File: src/rtl/shift_register_128to32.sv
// shift_register_128to32: serializes one WORD_W*NUM_WORDS-bit block into NUM_WORDS
//    words, most significant word first, so a block from the 32-to-128 input
//    shifter round-trips unchanged.
// Latency: first word is valid one cycle after the load transfer; back-to-back
//    blocks stream with no bubble (4 words / 4 cycles).
// Backpressure: out_valid/out_ready stream. A stalled word holds data_out,
//    out_last and count. load_ready opens only in IDLE or on the final-word
//    transfer, so upstream holds a block while one is in flight.
// Ports:
//    clk, reset (sync, active-low), flush (sync abort to IDLE)
//    data_in/load/load_ready        : block input handshake
//    data_out/out_valid/out_ready   : word output handshake
//    out_last                       : data_out is the final word of its block
//    busy                           : a block is held (SEND)
module shift_register_128to32 #(
   parameter int WORD_W    = 32,
   parameter int NUM_WORDS = 4
) (
   input  logic                        clk,
   input  logic                        reset,
   input  logic                        flush,
   input  logic [WORD_W*NUM_WORDS-1:0] data_in,
   input  logic                        load,
   output logic                        load_ready,
   output logic [WORD_W-1:0]           data_out,
   output logic                        out_valid,
   input  logic                        out_ready,
   output logic                        out_last,
   output logic                        busy
);

   localparam int BLK_W = WORD_W * NUM_WORDS;
   localparam int CNT_W = (NUM_WORDS > 1) ? $clog2(NUM_WORDS) : 1;
   localparam logic [CNT_W-1:0] LAST_IDX = CNT_W'(NUM_WORDS - 1);

   typedef enum logic {
      IDLE = 1'b0,
      SEND = 1'b1
   } state_t;

   state_t              state_q, state_d;
   logic [CNT_W-1:0]    count_q, count_d;
   logic [BLK_W-1:0]    block_q, block_d;
   logic [WORD_W-1:0]   data_out_q, data_out_d;
   logic                out_valid_q, out_valid_d;
   logic                out_last_q, out_last_d;
   logic                busy_q, busy_d;

   logic                out_xfer;
   logic                load_xfer;
   logic [CNT_W-1:0]    count_inc;

   // Word idx of a block, counting from the most significant end.
   function automatic logic [WORD_W-1:0] word_at(input logic [BLK_W-1:0] blk,
                                                 input logic [CNT_W-1:0] idx);
      word_at = '0;
      for (int i = 0; i < NUM_WORDS; i++) begin
         if (idx == CNT_W'(i)) begin
            word_at = blk[BLK_W-1-WORD_W*i -: WORD_W];
         end
      end
   endfunction

   // Ready either when empty or when the last word leaves this cycle; this is
   // what lets the next block follow with no bubble. Never depends on load.
   assign load_ready = (state_q == IDLE) ||
                       ((count_q == LAST_IDX) && out_ready && out_valid_q);

   assign out_xfer  = out_valid_q && out_ready;
   // flush discards a load even when load_ready is high.
   assign load_xfer = load && load_ready && !flush;
   assign count_inc = count_q + CNT_W'(1);

   always_comb begin
      state_d     = state_q;
      count_d     = count_q;
      block_d     = block_q;
      data_out_d  = data_out_q;
      out_valid_d = out_valid_q;
      out_last_d  = out_last_q;
      busy_d      = busy_q;

      if (flush) begin
         state_d     = IDLE;
         count_d     = '0;
         out_valid_d = 1'b0;
         out_last_d  = 1'b0;
         busy_d      = 1'b0;
      end else begin
         case (state_q)
            IDLE: begin
               if (load_xfer) begin
                  state_d     = SEND;
                  count_d     = '0;
                  block_d     = data_in;
                  data_out_d  = data_in[BLK_W-1 -: WORD_W];
                  out_valid_d = 1'b1;
                  out_last_d  = (LAST_IDX == '0);
                  busy_d      = 1'b1;
               end
            end
            SEND: begin
               if (out_xfer) begin
                  if (count_q == LAST_IDX) begin
                     if (load_xfer) begin
                        count_d     = '0;
                        block_d     = data_in;
                        data_out_d  = data_in[BLK_W-1 -: WORD_W];
                        out_valid_d = 1'b1;
                        out_last_d  = (LAST_IDX == '0);
                        busy_d      = 1'b1;
                     end else begin
                        // data_out keeps its last value; it is don't-care once invalid.
                        state_d     = IDLE;
                        count_d     = '0;
                        out_valid_d = 1'b0;
                        out_last_d  = 1'b0;
                        busy_d      = 1'b0;
                     end
                  end else begin
                     count_d    = count_inc;
                     data_out_d = word_at(block_q, count_inc);
                     out_last_d = (count_inc == LAST_IDX);
                  end
               end
            end
            default: begin
               state_d = IDLE;
            end
         endcase
      end
   end

   always_ff @(posedge clk) begin
      if (!reset) begin
         state_q     <= IDLE;
         count_q     <= '0;
         block_q     <= '0;
         data_out_q  <= '0;
         out_valid_q <= 1'b0;
         out_last_q  <= 1'b0;
         busy_q      <= 1'b0;
      end else begin
         state_q     <= state_d;
         count_q     <= count_d;
         block_q     <= block_d;
         data_out_q  <= data_out_d;
         out_valid_q <= out_valid_d;
         out_last_q  <= out_last_d;
         busy_q      <= busy_d;
      end
   end

   assign data_out  = data_out_q;
   assign out_valid = out_valid_q;
   assign out_last  = out_last_q;
   assign busy      = busy_q;

endmodule

File: config.mk
export PLATFORM = sky130hd
export DESIGN_NAME = shift_register_128to32
export DESIGN_NICKNAME = d
export VERILOG_FILES = /design/src/rtl/shift_register_128to32.sv
export SDC_FILE = /design/constraint.sdc
export NUM_CORES = 1
export LEC_CHECK = 0
export CAP_MARGIN = 15
export CORE_MARGIN = 2
export CORE_UTILIZATION = 25
export CTS_CLUSTER_DIAMETER = 60
export DETAILED_ROUTE_END_ITERATION = 6
export GPL_TIMING_DRIVEN = 0
export SLEW_MARGIN = 5
export SYNTH_ARGS = -nofsm -noshare
export SYNTH_HDL_FRONTEND = slang
export SYNTH_SLANG_ARGS = --single-unit
File: constraint.sdc
create_clock -name clk -period 2.4 [get_ports clk]
set_input_delay 0.48 -clock clk [delete_from_list [all_inputs] [get_ports clk]]
set_output_delay 0.48 -clock clk [all_outputs]
set_load 0.05 [all_outputs]
### After elaboration in Yosys (flattened, before gate mapping)

Index checks and enable logic that the tools add are counted.
W data, S select, Z words.

| word-level totals | value |
|---|---|
| bits in registers | 165 |
| output and inout bits | 36 |

| cells by class | value |
|---|---|
| add/sub/neg operators | 1 |
| equal/unequal tests | 7 |
| muxes and demuxes | 28 |
| bitwise operators | 3 |
| reductions and logical operators | 13 |

Operators by type and width:

| operator | count |
|---|---|
| $mux W128 | 3 |
| $pmux W128 S2 | 1 |
| $mux W32 | 7 |
| $pmux W32 S2 | 1 |
| $mux W1 | 9 |
| $eq A2 B2 Y1 const B | 3 |
| $mux W2 | 3 |
| $pmux W1 S2 | 3 |
| $reduce_and A3 Y1 | 2 |
| $logic_and A1 B1 Y1 | 5 |
| $ne A2 B1 Y1 const B | 2 |
| $pmux W2 S2 | 1 |
| $reduce_and A2 Y1 | 2 |
| $not A1 Y1 | 3 |
| $add A2 B1 Y2 const B | 1 |
| $eq A2 B1 Y1 const B | 1 |
| $logic_not A2 Y1 | 1 |
| $ne A2 B2 Y1 const B | 1 |
| $reduce_or A2 Y1 | 1 |
| $logic_not A1 Y1 | 1 |
| $logic_or A1 B1 Y1 | 1 |

### Longest topological paths before layout

Gate-level depths: netlist of run 1.

| logic depth | value |
|---|---|
| depth after elaboration | 10 |
| gate-level depth with buffers | 9 |

### Least setup slack after synthesis of run 1

Ideal clock, no wire load.

| path | value |
|---|---|
| path kind | register -> output |
| from | register, netlist name busy |
| to | output load_ready |
| arrival time | 1517 ps |
| path slack | 403 ps |
| cell stages (with the launch flop) | 5 |
| path buffers | 1 |
| cell sequence | dfxtp_1 and3_1 nor2_1 buf_2 inv_1 |

RTL lines:

| what | RTL line | RTL |
|---|---|---|
| end: declaration | 24 | `output logic load_ready,` |

### Worst setup path after layout of run 1

| path | value |
|---|---|
| from | register count_q[1] |
| to | output load_ready |

| on the way | value |
|---|---|
| word-level cells in the longest chain between the ends | 4 |

RTL lines:

| what | RTL line | RTL |
|---|---|---|
| start: declaration | 42 | `logic [CNT_W-1:0] count_q, count_d;` |
| start signal: assignment | 145 | `count_q <= count_d;` |
| $eq A2 B2 Y1 | 67 | `((count_q == LAST_IDX) && out_ready && out_valid_q);` |
| $logic_and A1 B1 Y1 (2 in series) | 67 |  |
| $logic_or A1 B1 Y1 | 66 | `assign load_ready = (state_q == IDLE) \|\|` |

No other way between the ends.

==> results of run 1 <==
-- cells in the mapped netlist (all sizes together) --
master  instances  area (um^2)
a21boi          1         7.51
o221ai          9         78.8
dfxtp         165         3300
o21ai          10         50.0
a211oi         24          230
a22oi           2         15.0
mux2i           2         20.0
a21oi         235         1180
a221oi         24          216
o21a            1         7.51
nor3           22          110
or3             1         6.26
nor2b           1         6.26
nand2b          2         20.0
inv            60          225
clkbuf         38          143
buf            47          338
nand2         276         1040
nor2            5         18.8
nand3b         23          173
o22ai          22          138
ha              5         62.6
and3            2         12.5
-- power by group --
group | total (uW) | leakage [uW] | switching, uW | internal (uW)
combinational | 967 | 0.00192 | 537 | 430
sequential | 2960 | 0.00135 | 84.0 | 2870
clock | 2970 | 0.000308 | 1180 | 1780
total | 6890 | 0.00357 | 1800 | 5080
-- registers in the layout (all words and copies together) (netlist names) --
signal,cells
block_q,128
busy,1
count_q,2
data_out,32
out_last,1
state_q,1
-- layout make-up --
type                            count  area (um^2)  share of cell area (%)
Antenna cell                        1         2.50                  0.0245
Buffer                             85          487                    4.76
Clock buffer                       18          439                    4.30
Clock inverter                     14          198                    1.93
Inverter                           60          225                    2.20
Multi-Input combinational cell    667         3390                    33.2
Sequential cell                   165         3300                    32.3
Tap cell                          384          480                    4.70
Timing Repair Buffer              170         1690                    16.6
-- path summary, 6_finish.rpt --
path                            slack, ns  depth (start not counted)                      from                  endpoint
worst max-delay path                 0.08                          7   count_q[1]$_SDFFE_PP0P_                load_ready
worst min-delay path                 0.46                          2  block_q[78]$_SDFFE_PN0P_  block_q[78]$_SDFFE_PN0P_
worst max register to register       0.28                          8   count_q[0]$_SDFFE_PP0P_  data_out[6]$_SDFFE_PN0P_
worst min register to register       0.46                          2  block_q[78]$_SDFFE_PN0P_  block_q[78]$_SDFFE_PN0P_
-- critical path, delay by kind of cell (launching register included) --
| kind | cells | cell delay (ns) |
|---|---|---|
| buffers and inverters | 4 | 0.51 |
| flip-flops | 1 | 0.42 |
| AND/OR/NAND/NOR | 2 | 0.28 |
| adder cells (fa/ha/maj) | 1 | 0.20 |
-- per-layer routing --
metal	track usage [%]	vias up	wire [um]
li1	-	3695	-
met1	22.7	3491	12100
met2	28.9	265	12500
met3	3.66	33	1790
met4	5.20	2	518
met5	0	-	11
-- stage by stage --
| stage | hold WS [ns] | cells | area, um^2 | setup slack (ns) |
|---|---|---|---|---|
| 2_1_floorplan | 0.436 | 977 | 7390 | 0.403 |
| 3_3_place_gp | 0.442 | 1529 | 9560 | -0.670 |
| 3_5_place_dp | 0.446 | 1529 | 9560 | -0.655 |
| 4_1_cts | 0.455 | 1562 | 10200 | 0.0292 |
| 5_1_grt | 0.465 | 1563 | 10200 | 0.0109 |
| 6_report | 0.455 | 1564 | 10200 | 0.0791 |
-- logic make-up (layout without fill, tap and decap cells) --
group / count (synthesis) / in the layout / synth area share, %
simple gates: 332 / 332 / 18.7
other cells: 0 / 1 / 0
compound gates: 328 / 328 / 26.0
buf+inv: 145 / 347 / 9.54
mux: 2 / 2 / 0.271
fa+ha+maj: 5 / 5 / 0.846
flops: 165 / 165 / 44.7
-- timing repair --
item,4_1_cts,5_1_grt
gates resized for setup,10,1
setup buffers,1,1
pin swaps,0,1
setup endpoints to repair,1,1
==> results by group, run 1 <==
STA
  • Final Max Slew Viols: 0
  • Rel. slew slack: 45.1%
  • Period utilization: 96.7%
  • Worst Skew: 0.00697 ns
  • Min Tclk post-route: 2.32 ns
  • Fin. Hold Viols: 0
  • Setup violations, final: 0
  • TNS Setup: 0 ns
  • Max Fclk: 0.431 GHz
  • Measured slew at the worst slew-check pin: 0.824 ns
  • RSZ-0062 raised after global routing: false

Global route
  • First-pass GRT wire length: 41400 um
  • Total GRT Usage: 17.4%
  • Initial antenna violation count: 2
  • Overflow after GRT: 0
  • Number of global-route vias before repair: 7394
  • Largest net degree at the start of global routing: 17

Final layout
  • Layout area overhead: 38.3%
  • Commonest non-fill, non-tap cell in the layout: nand2_1
  • Commonest cells after routing, fill and taps aside: nand2_1 (276), a21oi_1 (235), clkdlybuf4s50_1 (167)
  • Final #Nets: 1304
  • Share of cells above drive strength 1: 8.14%
  • Util after Layout: 35.3%
  • Fillers: 3081

Worst setup path
  • Kind of critical path: flip-flop to primary output
  • Critical path, cell by cell: ha_1 > buf_6 > and3_2 > nor2_4 > buf_6 > inv_1 > buf_4
  • Crit path max-delay cell type: dfxtp_1
  • Req. time, crit path: 1.92 ns
  • CP Capture Type: primary output
  • WP data arrival: 1.84 ns
  • Most used cell, CP: buf_6
  • Critical Path Source Type: flip-flop
  • Worst path max stage delay: 0.42 ns
  • Crit path max fanout: 8

Routing
  • Wire per inst: 17.2 um
  • Routed WL: 26900 um
  • DR iter-0 viols: 536
  • Vias after detailed routing: 7486
  • TritonRoute pass-1 iters: 5
  • Antenna Nets Post-Route: 0
  • # DRC: 0
  • Vias per cell: 4.79

Place
  • Post-DP HPWL: 20500 um
  • Placer Congestion: 0.845
  • I/O Buffers: 168

Yosys
  • Sequential area share after synthesis: 44.7%
  • Cell variety after synth: 31
  • Cell count after synthesis: 977
  • Syn avg cell area: 7.57 um^2
  • Mapped cell area: 7390 um^2
  • Flops & latches, synth: 165
  • Yosys warning total: 0
  • Post-Syn Nets: 1115

Power and ir drop
  • Total power: 6890 uW
  • Pleak: 0.00357 uW
  • P per Cell Area: 674 nW/um^2
  • Worst vdd ir: 0.343 mV

Die
  • Chip width: 176 um
  • Die height: 176 um
  • Num rows: 62
  • Starting Density: 25.6%
  • IO Count: 169
  • Die Area: 31000 um^2
  • Total core area: 28900 um^2

Clock tree
  • Htree depth: 4
  • Num CTS Buffers: 17
  • Worst-path clk slew: 0.07 ns
  • Maximum clock path buffer count: 2
  • TritonCTS clock tree: built
  • Root buffer cell: clkbuf_16
  • Clock Sinks: 165
  • Clk Latency, worst-skew pair: 0.42 ns
  • CTS Hold Buffers Added: 0

Min path
  • Hold Path Class: flip-flop to flip-flop

Flow run
  • Max-cap violations: 0

Run status
  • Run status: finished, final reports clean
(Power assumes the default switching activity.)
==> run 2, diff against run 1 <==
--- a/config.mk
+++ b/config.mk
@@ -6,6 +6,7 @@
 export NUM_CORES = 1
 export LEC_CHECK = 0
 export CAP_MARGIN = 15
+export CORE_ASPECT_RATIO = 0.6
 export CORE_MARGIN = 2
 export CORE_UTILIZATION = 25
 export CTS_CLUSTER_DIAMETER = 60
==> results by group, run 2 (synthesized netlist as in run 1, its figures left out) <==
Global route
  • Largest net degree at the start of global routing: 17 (unchanged)
  • Number of global-route vias before repair: 6963 (-5.8%)
  • Total GRT Usage: 18.2% (+0.80 points)
  • Overflow after GRT: 0 (unchanged)
  • Initial antenna violation count: 2 (unchanged)
  • First-pass GRT wire length: 41800 um (+0.98%)

Final layout
  • Final #Nets: 1304 (unchanged)
  • Share of cells above drive strength 1: 8.31% (+0.17 points)
  • Post-route cell area: 10200 um^2 (about the same)
  • Largest register FFs: 128 (unchanged)
  • Fillers: 3053 (-0.91%)
  • Reg with most FFs: block_q
  • Util after Layout: 35.4% (+0.080 points)
  • Layout area overhead: 38.3% (about the same)
  • Commonest cells after routing, fill and taps aside: nand2_1 (276), a21oi_1 (235), clkdlybuf4s50_1 (167)
  • Commonest non-fill, non-tap cell in the layout: nand2_1

Worst setup path
  • WP data arrival: 1.84 ns (about the same)
  • Critical Path Source Type: flip-flop
  • CP Capture Type: primary output
  • Crit path max fanout: 8 (unchanged)
  • Req. time, crit path: 1.92 ns (about the same)
  • Kind of critical path: flip-flop to primary output

Power and ir drop
  • Combinational power share: 14.4% (+0.4 points)
  • P per Cell Area: 668 nW/um^2 (-0.82%)
  • Switching Power: 1860 uW (+3.0%)
  • Total power: 6840 uW (-0.76%)
  • Reg power frac: 43.2% (+0.3 points)
  • Int Pwr: 4980 uW (-2.1%)
  • Pleak: 0.00356 uW (-0.40%)
  • Clock power share: 42.3% (-0.8 points)
  • Worst vdd ir: 0.399 mV (+16%)
  • Switching Share: 27.2% (+0.99 points)

STA
  • TNS Setup: 0 ns (unchanged)
  • Setup violations, final: 0 (unchanged)
  • Period utilization: 96.5% (-0.19 points)
  • Setup ws final: 0.0838 ns (+0.00465 ns)
  • Fin. Hold Viols: 0 (unchanged)
  • RSZ-0062 raised after global routing: false
  • Max Fclk: 0.432 GHz (+0.20%)
  • Measured slew at the worst slew-check pin: 0.837 ns (+0.0131 ns)
  • Final Max Slew Viols: 0 (unchanged)
  • Worst Skew: 0.0131 ns (+0.00610 ns)
  • Min Tclk post-route: 2.32 ns (-0.00465 ns)
  • Rel. slew slack: 44.2% (-0.88 points)

Die
  • Num rows: 48 (-23%)
  • Total core area: 28900 um^2 (-0.16%)
  • Chip width: 226 um (+28%)
  • Die Area: 31000 um^2 (+0.14%)
  • Die height: 137 um (-22%)
  • IO Count: 169 (unchanged)
  • Starting Density: 25.6% (+0.042 points)

Clock tree
  • Worst-path clk slew: 0.07 ns (about the same)
  • Htree depth: 4 (unchanged)
  • Clk Latency, worst-skew pair: 0.43 ns (about the same)
  • Num CTS Buffers: 17 (unchanged)
  • Maximum clock path buffer count: 2 (unchanged)
  • Root buffer cell: clkbuf_16
  • Clock Sinks: 165 (unchanged)
  • TritonCTS clock tree: built

Place
  • Pre-CTS setup slack: -0.755 ns (-0.100 ns)
  • I/O Buffers: 168 (unchanged)
  • Post-DP HPWL: 21400 um (+4.4%)
  • Placer Congestion: 0.866 (+2.5%)
  • Placed cell areas: 9580 um^2 (+0.21%)

Routing
  • # DRC: 0 (unchanged)
  • Vias per cell: 4.81 (+0.56%)
  • Routed WL: 28500 um (+6.0%)
  • Wire per inst: 18.1 um (+4.9%)
  • DR iter-0 viols: 733 (+37%)
  • TritonRoute pass-1 iters: 5 (unchanged)
  • Vias after detailed routing: 7605 (+1.6%)
  • Antenna Nets Post-Route: 0 (unchanged)

Flow run
  • Max-cap violations: 0 (unchanged)

Min path
  • Hold Path Class: flip-flop to flip-flop

Run status
  • Run status: finished, final reports clean
## run 2: cell count changes in the layout (fill, tap and decap cells not counted), sizes merged
cell      before  now
clkinv         4    3
clkinvlp       2    4
bufinv         4    3
## run 2: metrics by stage
stage	cells	hold WS, ns
CTS	1579	0.455
finish	1580	0.456
global placement	1545	0.443
floorplan	977	0.436
detailed placement	1545	0.446
global route	1579	0.472
## run 2: critical path: stages, from the launching register on
cell and delay (ns):
dfxtp_2 0.35, ha_1 0.20, buf_6 0.14, and3_2 0.24, nor2_4 0.14, buf_8 0.10
inv_1 0.07, buf_6 0.16
## run 2: power by group through the flow
stage                     sequential [uW]  clock (uW)  combinational (uW)
after floorplan                      3110           0                 387
after global placement               3010           0                 965
after global routing                 2970        3070                1060
final                                2960        2890                 986
after detailed placement             3010           0                 976
after CTS                            2950        2940                 985
## run 2: cell type report
| cell class | count | area, um^2 | share of cell area, % |
|---|---|---|---|
| Inverter | 60 | 225 | 2.20 |
| Buffer | 85 | 490 | 4.80 |
| Timing Repair Buffer | 170 | 1700 | 16.6 |
| Clock buffer | 18 | 439 | 4.29 |
| Multi-Input combinational cell | 667 | 3390 | 33.2 |
| Tap cell | 400 | 500 | 4.89 |
| Sequential cell | 165 | 3310 | 32.3 |
| Antenna cell | 1 | 2.50 | 0.0245 |
| Clock inverter | 14 | 174 | 1.70 |
## run 2: final timing paths
check | cells past startpoint | end | startpoint | slack [ns]
worst min-delay path | 2 | block_q[77]$_SDFFE_PN0P_ | block_q[77]$_SDFFE_PN0P_ | 0.46
worst max register to register | 8 | data_out[16]$_SDFFE_PN0P_ | count_q[0]$_SDFFE_PP0P_ | 0.26
worst max-delay path | 7 | load_ready | count_q[0]$_SDFFE_PP0P_ | 0.08
worst min register to register | 2 | block_q[77]$_SDFFE_PN0P_ | block_q[77]$_SDFFE_PN0P_ | 0.46
## run 2: timing repair
item                       4_1_cts  5_1_grt
pin swaps                        1        0
hold buffers                     0        0
setup buffers                    2        0
resized for setup               12        3
setup endpoints to repair        1        2
## run 2: per-layer routing
metal / vias up / GRT usage, % / part of all wire, %
met1: 3612 / 27.1 / 51
met5: - / 0 / 0.046
met2: 275 / 25.9 / 41
li1: 3703 / - / -
met3: 13 / 5.25 / 7.6
met4: 2 / 3.25 / 0.75
